### config.mk
export PLATFORM = sky130hd
export DESIGN_NAME = cond_check_unit
export DESIGN_NICKNAME = d
export VERILOG_FILES = /design/src/rtl/cond_check_unit.sv
export SDC_FILE = /design/constraint.sdc
export NUM_CORES = 1
export LEC_CHECK = 0
export ABC_CLOCK_PERIOD_IN_PS = 1870
export CORE_MARGIN = 10
export CORE_UTILIZATION = 41
export CTS_CLUSTER_DIAMETER = 40
export DETAILED_ROUTE_END_ITERATION = 16
export GPL_TIMING_DRIVEN = 0
export MAX_ROUTING_LAYER = met4
export PLACE_DENSITY = 0.82
export SETUP_SLACK_MARGIN = 0.5
export SLEW_MARGIN = 10
export SYNTH_ARGS = -nofsm -noshare
export SYNTH_HDL_FRONTEND = slang
export SYNTH_SLANG_ARGS = --single-unit
### constraint.sdc
create_clock -name clk -period 1.87 [get_ports clk]
set_input_delay 0.187 -clock clk [delete_from_list [all_inputs] [get_ports clk]]
set_output_delay 0.187 -clock clk [all_outputs]
set_load 0.03 [all_outputs]
### src/rtl/cond_check_unit.sv
// ARM condition-check unit: NZCV status register, NUM_CH parallel condition queries
// and an IT-style predication sequencer. Optional macro COND_FWD_EN forwards sr_in into evaluation.
module cond_check_unit #(
    parameter int NUM_CH = 2,
    parameter int PIPE   = 0,
    parameter int IT_MAX = 4,
    localparam int LEN_W = $clog2(IT_MAX + 1)
) (
    input  logic                  clk,
    input  logic                  rst_n,
    input  logic                  sr_we,
    input  logic [3:0]            sr_in,
    output logic [3:0]            sr_o,
    input  logic [NUM_CH-1:0]     q_valid_i,
    input  logic [4*NUM_CH-1:0]   q_cond_i,
    output logic [NUM_CH-1:0]     q_valid_o,
    output logic [NUM_CH-1:0]     q_pass_o,
    input  logic                  it_start,
    input  logic [3:0]            it_cond,
    input  logic [LEN_W-1:0]      it_len,
    input  logic [IT_MAX-1:0]     it_mask,
    input  logic                  it_step,
    input  logic                  it_flush,
    output logic                  it_active_o,
    output logic                  it_pass_o,
    output logic [LEN_W-1:0]      it_remain_o
);

    localparam int MASK_W = 1 << LEN_W;

    typedef enum logic {
        ST_IDLE,
        ST_ACTIVE
    } state_t;

    function automatic logic eval_cond(input logic [3:0] cond, input logic [3:0] f);
        logic n, z, c, v;
        logic r;
        n = f[3];
        z = f[2];
        c = f[1];
        v = f[0];
        case (cond)
            4'b0000: r = z;
            4'b0001: r = !z;
            4'b0010: r = c;
            4'b0011: r = !c;
            4'b0100: r = n;
            4'b0101: r = !n;
            4'b0110: r = v;
            4'b0111: r = !v;
            4'b1000: r = c & !z;
            4'b1001: r = !c | z;
            4'b1010: r = (n == v);
            4'b1011: r = (n != v);
            4'b1100: r = !z & (n == v);
            4'b1101: r = z | (n != v);
            4'b1110: r = 1'b1;
            default: r = 1'b0;
        endcase
        return r;
    endfunction

    // Status register
    logic [3:0] sr_q, sr_d;
    logic [3:0] eval_sr;

    always_comb begin
        sr_d = sr_we ? sr_in : sr_q;
    end

    always_ff @(posedge clk) begin
        if (!rst_n) begin
            sr_q <= 4'b0000;
        end else begin
            sr_q <= sr_d;
        end
    end

    assign sr_o = sr_q;

    always_comb begin
`ifdef COND_FWD_EN
        eval_sr = sr_we ? sr_in : sr_q;
`else
        eval_sr = sr_q;
`endif
    end

    // Query channels
    logic [NUM_CH-1:0] pass_c;

    generate
        for (genvar gi = 0; gi < NUM_CH; gi++) begin : g_ch
            assign pass_c[gi] = q_valid_i[gi] & eval_cond(q_cond_i[4*gi +: 4], eval_sr);
        end

        if (PIPE == 1) begin : g_pipe
            logic [NUM_CH-1:0] q_valid_q, q_valid_d;
            logic [NUM_CH-1:0] q_pass_q, q_pass_d;

            always_comb begin
                q_valid_d = q_valid_i;
                q_pass_d  = pass_c;
            end

            always_ff @(posedge clk) begin
                if (!rst_n) begin
                    q_valid_q <= '0;
                    q_pass_q  <= '0;
                end else begin
                    q_valid_q <= q_valid_d;
                    q_pass_q  <= q_pass_d;
                end
            end

            assign q_valid_o = q_valid_q;
            assign q_pass_o  = q_pass_q;
        end else begin : g_comb
            assign q_valid_o = q_valid_i;
            assign q_pass_o  = pass_c;
        end
    endgenerate

    // Predication sequencer
    state_t             state_q, state_d;
    logic [3:0]         cond_q, cond_d;
    logic [IT_MAX-1:0]  mask_q, mask_d;
    logic [LEN_W-1:0]   len_q, len_d;
    logic [LEN_W-1:0]   idx_q, idx_d;
    logic [MASK_W-1:0]  mask_ext;
    logic [LEN_W-1:0]   remain;
    logic               start_ok;

    // Zero-padded so any idx_q value is a legal select
    assign mask_ext = {{(MASK_W - IT_MAX){1'b0}}, mask_q};
    assign remain   = len_q - idx_q;
    assign start_ok = it_start && (it_len != '0) && (it_len <= LEN_W'(IT_MAX));

    always_comb begin
        state_d     = state_q;
        cond_d      = cond_q;
        mask_d      = mask_q;
        len_d       = len_q;
        idx_d       = idx_q;
        it_active_o = 1'b0;
        it_pass_o   = 1'b1;
        it_remain_o = '0;

        if (state_q == ST_ACTIVE) begin
            it_active_o = 1'b1;
            it_remain_o = remain;
            it_pass_o   = ~(mask_ext[idx_q] ^ eval_cond(cond_q, eval_sr));
        end

        if (it_flush) begin
            state_d = ST_IDLE;
            idx_d   = '0;
        end else if (start_ok) begin
            state_d = ST_ACTIVE;
            cond_d  = it_cond;
            mask_d  = it_mask;
            len_d   = it_len;
            idx_d   = '0;
        end else if (it_step && state_q == ST_ACTIVE) begin
            if (remain == LEN_W'(1)) begin
                state_d = ST_IDLE;
                idx_d   = '0;
            end else begin
                idx_d = idx_q + LEN_W'(1);
            end
        end
    end

    always_ff @(posedge clk) begin
        if (!rst_n) begin
            state_q <= ST_IDLE;
            cond_q  <= 4'b0000;
            mask_q  <= '0;
            len_q   <= '0;
            idx_q   <= '0;
        end else begin
            state_q <= state_d;
            cond_q  <= cond_d;
            mask_q  <= mask_d;
            len_q   <= len_d;
            idx_q   <= idx_d;
        end
    end

endmodule

==> impl_metrics.tcl, run 1 <==
set metrics [dict create \
    rr_endpoint "idx_q[2]" \
    critPathKind "flop to output pin" \
    drt_pass1_iterations 4 \
    syn_inst 155 \
    cp_max_fo 10 \
    synthXorXnorAreaFrac 0.05239 \
    synth_fp_nets 189 \
    cap_viol_max_count 0 \
    ant_nets 0 \
    grt_antenna_before_repair 0 \
    rsz0062_at_grt "true" \
    crit_required_ns 1.68 \
    r2r_start "len_q[0]" \
    clock_path_buffers 2 \
    grt_max_degree 12 \
    finalSetupViolCount 4 \
    wl_per_cell_um 15.66 \
    rr_worst_depth 8 \
    die_w_um 77.12 \
    reg2reg_slack_ns 0.20 \
    start_kind "flop" \
    grt_pass1_wl_um 6196 \
    viasPerCell 5.321 \
    synth_edf_count 0 \
    cts_root_buffer "clkbuf_4" \
    rows 20 \
    intPower_w 0.0006922 \
    tightest_slew_ns 0.3989 \
    p_sw_frac 0.3098 \
    synth-seq-area-share 0.2844 \
    cts_tree "done" \
    place_hpwl_um 2753 \
    yosysWarnings 0 \
    io_pins 44 \
    synth_ff_type "dfxtp_1" \
    crit_start "sr_o[3]" \
    grt_use_total 0.1241 \
    clock_skew_ns 0.008900 \
    h-tree-depth 1 \
    synth_cell_type_count 41 \
    power_switching_w 0.0003106 \
    synth-compound-area-share 0.1422 \
    grt_overflow 0 \
    drive_gt1_frac 0.3221 \
    diodes 0 \
    syn-cell-area_um2 1338 \
    cts.sinks 19 \
    final_nets 243 \
    cts_hold_buf 0 \
    clk_latency_ns 0.31 \
    syn_to_final_growth_pct 61.37 \
    synth-simple-area-share 0.2292 \
    fmax_mhz 436.9 \
    finalMaxSlewViolations 0 \
    drt-initial-drc-count 49 \
    fin_crit_sh 1.224 \
    fin_crit_ns 2.289 \
    violations "negative setup slack" \
    cts_made_buffers 3 \
    synth-seq-cells 19 \
    coreArea_um2 3078 \
    crit_arrival_ns 2.10 \
    finalHoldViolCount 0 \
    hold_path.class "primary input to flop" \
    status "finished, violations left" \
    start_util 0.4346 \
    ir_drop_mv 0.3407 \
    drt-total-wl_um 3947 \
    grt_pass1_vias 1326 \
    numPortBuffers 41 \
    p_leak_nw 0.8135 \
    dieArea_um2 5947 \
    drc_errors 0 \
    pwr-share-clk 0.210 \
    max-slew-margin-rel 0.7334 \
    path_clk_slew_ns 0.11 \
    critPathCaptureType "output pin" \
    vias 1341 \
    gp_congestion 0.7525 \
    fin_setup_tns_ns -1.071 \
    seqPwrFrac 0.433 \
    synth_top_family_by_area "simple AND/OR/NAND/NOR gates" \
    post-route-util 0.7012 \
    synth_mux_area_frac 0.1805 \
    async_flop_share 0 \
    syn-mean-instance-area_um2 8.629 \
    crit_end "it_pass_o" \
    synthAdderAreaFrac 0.03368 \
    hold_ws_ns 0.2075 \
    worst_slack_ns -0.4191 \
    p_comb_frac 0.357 \
    powerDensity_nw_per_um2 464.6 \
    die_y_um 77.12 \
]
-- sequential cells by signal, summed over array words and instances (netlist names) --
signal / flops
cond_q: 4
idx_q: 3
len_q: 3
mask_q: 4
sr_o: 4
state_q: 1
-- cell usage after synthesis, drive strengths merged (3+ instances only) --
master	count	area, µm²
clkbuf	6	22.52
a211oi	4	30.03
nand3	5	25.02
o21ai	6	30.03
a21oi	4	20.02
nand2b	5	31.28
nor2	4	15.01
mux2i	17	170.2
nand2	10	37.54
inv	8	30.03
buf	7	51.29
xor2	5	43.79
xnor2	3	26.28
nor2b	22	137.6
dfxtp	19	380.4
-- layout make-up --
cell class              count  area, µm²
well taps                  44      55.05
inverters                   8      30.03
repair buffers             49      499.2
clock inverters             1      5.005
clock buffers               3      22.52
multi-input cells         115       1047
plain buffers              13      102.6
flip-flops and latches     19      396.6
fillers                   254      919.6
-- cells in the final DEF (no fill, tap or decap), types with 4 or more instances in the layout --
cell type	n
clkdlybuf4s50_1	25
nor2b_1	18
mux2i_1	16
dfxtp_1	12
buf_6	10
nand2_1	9
buf_4	8
inv_1	7
nand2b_1	5
nand3_1	4
dfxtp_2	4
dlygate4sd2_1	4
clkdlybuf4s15_1	4
-- worst min path at each step --
stage / start / to / cells after the start
global placement: mask_q[2] / mask_q[2] / 2
global route: it_len[0] / len_q[0] / 3
CTS: sr_we / sr_o[3] / 3
detailed placement: mask_q[2] / mask_q[2] / 2
finish: it_len[0] / len_q[0] / 3
floorplan: rst_n / len_q[0] / 1
-- power groups by stage --
stage	Clock (W)	Combinational [W]	Sequential, W
after floorplan	0	0.000171	0.000452
after global placement	0	0.000295	0.000443
after detailed placement	0	0.000304	0.000443
after CTS	0.000213	0.000330	0.000432
after global routing	0.000229	0.000383	0.000436
final	0.000211	0.000358	0.000434
-- per-layer routing --
layer  wire, µm  track usage  up-vias
met5          0            -        -
met4         53      0.02737        0
met3        133      0.02214        7
met2       2057       0.2268       47
met1       1702       0.1366      641
li1           -            -      646
-- logic make-up after synthesis --
family	count (synthesis)
AO/OA/AOI/OAI	28
XOR/XNOR	8
adder cells (fa/ha/maj)	3
buffers and inverters	21
flip-flops	19
multiplexers	21
AND/OR/NAND/NOR	55
-- critical path, stage by stage (launching register included) --
cell and delay, ns:
dfxtp_4 0.36, buf_6 0.14, xnor2_2 0.14, a211oi_1 0.26
a2111oi_1 0.10, nor4_2 0.31, mux2_4 0.35, buf_6 0.14
-- stage by stage --
stage          cells  area, µm²  power (W)  worst slack [ns]
6_report         252       2158   0.001003           -0.4191
5_1_grt          252       2158   0.001048           -0.4962
4_1_cts          246       2023  0.0009749           -0.5281
3_5_place_dp     240       1896  0.0007471           -0.8311
3_3_place_gp     240       1896  0.0007374           -0.7860
2_1_floorplan    155       1430  0.0006229           0.03866
-- timing repair --
| item | in CTS | in global routing |
|---|---|---|
| buffers inserted | 2 | 4 |
| pin swaps | 10 | 12 |
| gates resized for setup | 68 | 28 |
| hold endpoints to repair | 0 | 0 |
| cloned | 0 | 2 |
| setup endpoints to repair | 27 | 16 |
Note: power is estimated with default switching activity, not from simulation.
==> run 2: changes to the inputs <==
- REMOVE_ABC_BUFFERS: default -> 1
==> run 2 against run 1 <==
Effect of this change: the run still ends with negative setup slack left; clock-buffer cell count unchanged; clock skew is 0.0012 ns lower; via count is 1.8% lower; routed wire length rose by 1.2%; critical path type unchanged; sequential power increased by 3%.
==> impl_metrics.tcl, run 2 (synthesized netlist as in run 1, its figures left out) <==
set metrics [dict create \
    status "finished, violations left" \
    violations "negative setup slack" \
    finalHoldViolCount 0 \
    finalMaxSlewViolations 0 \
    start_kind "flop" \
    drive_gt1_frac 0.3218 \
    grt_use_total 0.1320 \
    grt_pass1_wl_um 6389 \
    final_nets 237 \
    cts_made_buffers 3 \
    fin_crit_ns 2.216 \
    powerDensity_nw_per_um2 474.0 \
    diodes 0 \
    coreArea_um2 3078 \
    numPortBuffers 43 \
    cap_viol_max_count 0 \
    critPathCaptureType "output pin" \
    worst_slack_ns -0.3463 \
    final_area_um2 2062 \
    multi_input_area_um2 1013 \
    vias 1317 \
    clk_latency_ns 0.30 \
    drt-total-wl_um 3995 \
    dp.cells 229 \
    crit_required_ns 1.68 \
    h-tree-depth 1 \
    cts_tree "done" \
    layout_commonest_cell "clkdlybuf4s50_1" \
    p_leak_nw 0.7658 \
    crit_arrival_ns 2.03 \
    fmax_mhz 451.2 \
    gp_congestion 0.7716 \
    grt_max_degree 17 \
    drc_errors 0 \
    viasPerCell 5.354 \
    cp_max_fo 6 \
    tightest_slew_ns 0.4270 \
    die_y_um 77.12 \
    fin_setup_tns_ns -1.079 \
    rows 20 \
    grt_pass1_vias 1334 \
    register_area_um2 406.6 \
    final_cells 246 \
    fin_crit_sh 1.185 \
    cts.sinks 19 \
    dieArea_um2 5947 \
    grt_antenna_before_repair 0 \
    die_w_um 77.12 \
    drt_pass1_iterations 4 \
    drt-initial-drc-count 136 \
    layout_common_cells "clkdlybuf4s50_1 (27), nor2b_1 (20), mux2i_1 (17), buf_4 (16), dfxtp_1 (10)" \
    ir_drop_mv 0.3924 \
    syn_to_final_growth_pct 54.16 \
    nFillCells 238 \
    rsz0062_at_grt "true" \
    finalSetupViolCount 4 \
    clock_path_buffers 2 \
    cts_root_buffer "clkbuf_4" \
    hold_ws_ns 0.2252 \
    wl_per_cell_um 16.24 \
    grt_overflow 0 \
    io_pins 44 \
    clock_skew_ns 0.007705 \
    critPathKind "flop to output pin" \
    path_clk_slew_ns 0.12 \
    hold_path.class "primary input to flop" \
    place_hpwl_um 2599 \
    max-slew-margin-rel 0.7144 \
    ant_nets 0 \
    start_util 0.4346 \
    place_area_um2 1749 \
]
-- run 2: timing repair --
| action | in CTS | in global routing |
|---|---|---|
| resized for setup | 94 | 24 |
| setup buffers | 11 | 2 |
| setup endpoints to repair | 28 | 23 |
| hold buffers | 0 | 0 |
| cloned | 0 | 0 |
| pin swaps | 14 | 4 |
-- run 2: per-layer routing --
layer	wire length, µm	track usage
met1	1656	0.1486
met2	2164	0.2285
met3	120	0.02564
met4	55	0.04380
met5	0	-
-- run 2: stage by stage --
step / total power (W) / util / setup slack (ns)
final: 0.0009774 / 0.6699 / -0.3463
after floorplan: 0.0005818 / - / -0.4738
after global routing: 0.001030 / 0.6699 / -0.4502
after CTS: 0.0009634 / 0.6463 / -0.3217
after detailed placement: 0.0007162 / 0.5683 / -0.7822
after global placement: 0.0007065 / 0.5683 / -0.7584
-- run 2: cell type report --
type | count | share of cell area
repair buffers | 56 | 0.2555
well taps | 44 | 0.02670
clock inverters | 1 | 0.003641
inverters | 8 | 0.01456
clock buffers | 3 | 0.01092
multi-input cells | 115 | 0.4915
flip-flops and latches | 19 | 0.1972
-- run 2: power breakdown --
group | total, W | internal, W | switching (W) | leakage (nW)
registers | 0.000447 | 0.000417 | 0.0000300 | 0.160
logic | 0.000316 | 0.000175 | 0.000141 | 0.591
clock network | 0.000215 | 0.0000816 | 0.000133 | 0.0139
total | 0.000977 | 0.000673 | 0.000304 | 0.766
-- run 2: path summary, 6_finish.rpt --
| path | startpoint | end | slack, ns | cells after the start |
|---|---|---|---|---|
| max | sr_o[0] | it_pass_o | -0.35 | 7 |
| min | it_len[0] | len_q[0] | 0.23 | 3 |
| max reg2reg | len_q[0] | idx_q[2] | 0.08 | 9 |
| min reg2reg | mask_q[2] | mask_q[2] | 0.53 | 2 |
-- run 2: worst max-delay path: stages, from the launching register on --
cell,delay (ns)
dfxtp_4,0.44
buf_6,0.13
inv_1,0.07
nand3_1,0.12
a311oi_2,0.12
nor4_2,0.32
mux2_2,0.39
buf_6,0.14
==> run 3: changes to the inputs <==
- GPL_TIMING_DRIVEN: 0 -> default
==> run 3 against run 2 <==
Effect of this change: critical path type unchanged; clock-buffer cell count stayed put; the run still ends with negative setup slack left; first-iteration DRC count is 23% higher; global-route usage is 2.0 points higher; power is 9.8% higher; sequential share of layout area is 2.4 points lower; cell count is 9.3% higher; largest power group unchanged; highest routed layer unchanged; utilization is 7.5 points higher; flip-flop and latch count stayed put; worst hold slack better by 0.0036 ns; non-clock buffer count is 23 higher.
==> impl_metrics.tcl, run 3 (synthesized netlist as in run 1, its figures left out) <==
set metrics [dict create \
    cts_hold_buf 0 \
    numPortBuffers 43 \
    ir_drop_mv 0.3670 \
    syn_to_final_growth_pct 71.38 \
    crit_required_ns 1.68 \
    grt_max_degree 16 \
    io_pins 44 \
    dieArea_um2 5947 \
    tightest_slew_ns 0.4293 \
    worst_slack_ns -0.4843 \
    start_util 0.4346 \
    fin_crit_sh 1.259 \
    crit_arrival_ns 2.17 \
    dp_slack_ns -0.5080 \
    critPathCaptureType "output pin" \
    critPathSlowestCell "dfxtp_4" \
    cap_viol_max_count 0 \
    reg2reg_slack_ns 0.09 \
    violations "negative setup slack" \
    status "finished, violations left" \
    drt-initial-drc-count 167 \
    cts_tree "done" \
    hold_path.class "primary input to flop" \
    path_clk_slew_ns 0.12 \
    gp_congestion 0.7974 \
    rows 20 \
    grt_use_total 0.1519 \
    clk_latency_ns 0.32 \
    drt_pass1_iterations 4 \
    coreArea_um2 3078 \
    cts.sinks 19 \
    finalSetupViolCount 4 \
    fin_crit_ns 2.354 \
    ant_nets 0 \
    h-tree-depth 1 \
    finalHoldViolCount 0 \
    drive_gt1_frac 0.3956 \
    start_kind "flop" \
    final_nets 260 \
    fmax_mhz 424.8 \
    wl_per_cell_um 18.84 \
    grt_pass1_wl_um 7265 \
    final_cells 269 \
    diodes 0 \
    totalPowerFinal_w 0.001073 \
    critPathKind "flop to output pin" \
    cts_made_buffers 3 \
    rsz0062_at_grt "true" \
    layout_common_cells "buf_4 (31), clkdlybuf4s50_1 (27), nor2b_1 (21), mux2i_1 (16), dfxtp_1 (11)" \
    p_leak_nw 0.8982 \
    die_y_um 77.12 \
    cp_max_fo 5 \
    crit_chain "buf_4 > xor2_4 > o21ai_1 > a211oi_2 > nor4_1 > mux2_2 > buf_6" \
    powerDensity_nw_per_um2 468.0 \
    layout_commonest_cell "buf_4" \
    die_w_um 77.12 \
    drc_errors 0 \
    viasPerCell 5.327 \
    cts_root_buffer "clkbuf_4" \
    grt_overflow 0 \
    max-slew-margin-rel 0.7100 \
    dp.cells 253 \
    drt-total-wl_um 5069 \
    vias 1433 \
    grt_pass1_vias 1491 \
    critical-path-max-stage-delay_ns 0.39 \
    hold_ws_ns 0.2288 \
    finalMaxSlewViolations 0 \
    clock_skew_ns 0.01457 \
    clock_path_buffers 2 \
    grt_antenna_before_repair 0 \
    place_hpwl_um 3159 \
]
## run 3: area by class of cell
class,count,area (µm²)
fillers,200,785.8
clock buffers,3,22.52
repair buffers,79,737.0
well taps,44,55.05
flip-flops and latches,19,397.9
multi-input cells,115,1042
inverters,8,30.03
clock inverters,1,7.507
## run 3: power by group
group          leakage [nW]  internal (W)  switching, W
sequential            0.159      0.000420     0.0000199
combinational         0.725      0.000224      0.000184
clock                0.0139     0.0000819      0.000143
total                 0.898      0.000726      0.000347
## run 3: metrics by stage
step	util	TNS (ns)	cell area, µm²
after CTS	0.7028	-1.260	2163
after global routing	0.7447	-1.721	2292
final	0.7447	-1.441	2292
after floorplan	-	-0.7142	1264
after detailed placement	0.6236	-5.623	1919
after global placement	0.6236	-4.475	1919
## run 3: critical path, delay by kind of cell, from the launching register on
family / cells / cell delay (ns)
AO/OA/AOI/OAI: 2 / 0.33
flip-flops: 1 / 0.39
AND/OR/NAND/NOR: 1 / 0.25
multiplexers: 1 / 0.38
buffers and inverters: 2 / 0.30
XOR/XNOR: 1 / 0.19
## run 3: routing by layer
layer  routed length [µm]  GRT usage
met5                    0          -
met4                   53    0.04380
met3                  196    0.02797
met2                 2689     0.2774
met1                 2131     0.1629
## run 3: worst paths after layout
kind / from / cells past startpoint / endpoint
setup / recovery: sr_o[0] / 7 / it_pass_o
hold / removal: it_len[0] / 3 / len_q[0]
setup reg to reg: idx_q[0] / 7 / idx_q[0]
hold reg to reg: mask_q[2] / 2 / mask_q[2]
## run 3: repair_timing
| action | 4_1_cts | 5_1_grt |
|---|---|---|
| pin swaps | 17 | 13 |
| gates resized for setup | 73 | 29 |
| setup buffers | 8 | 4 |
| endpoints found under the setup margin | 28 | 24 |
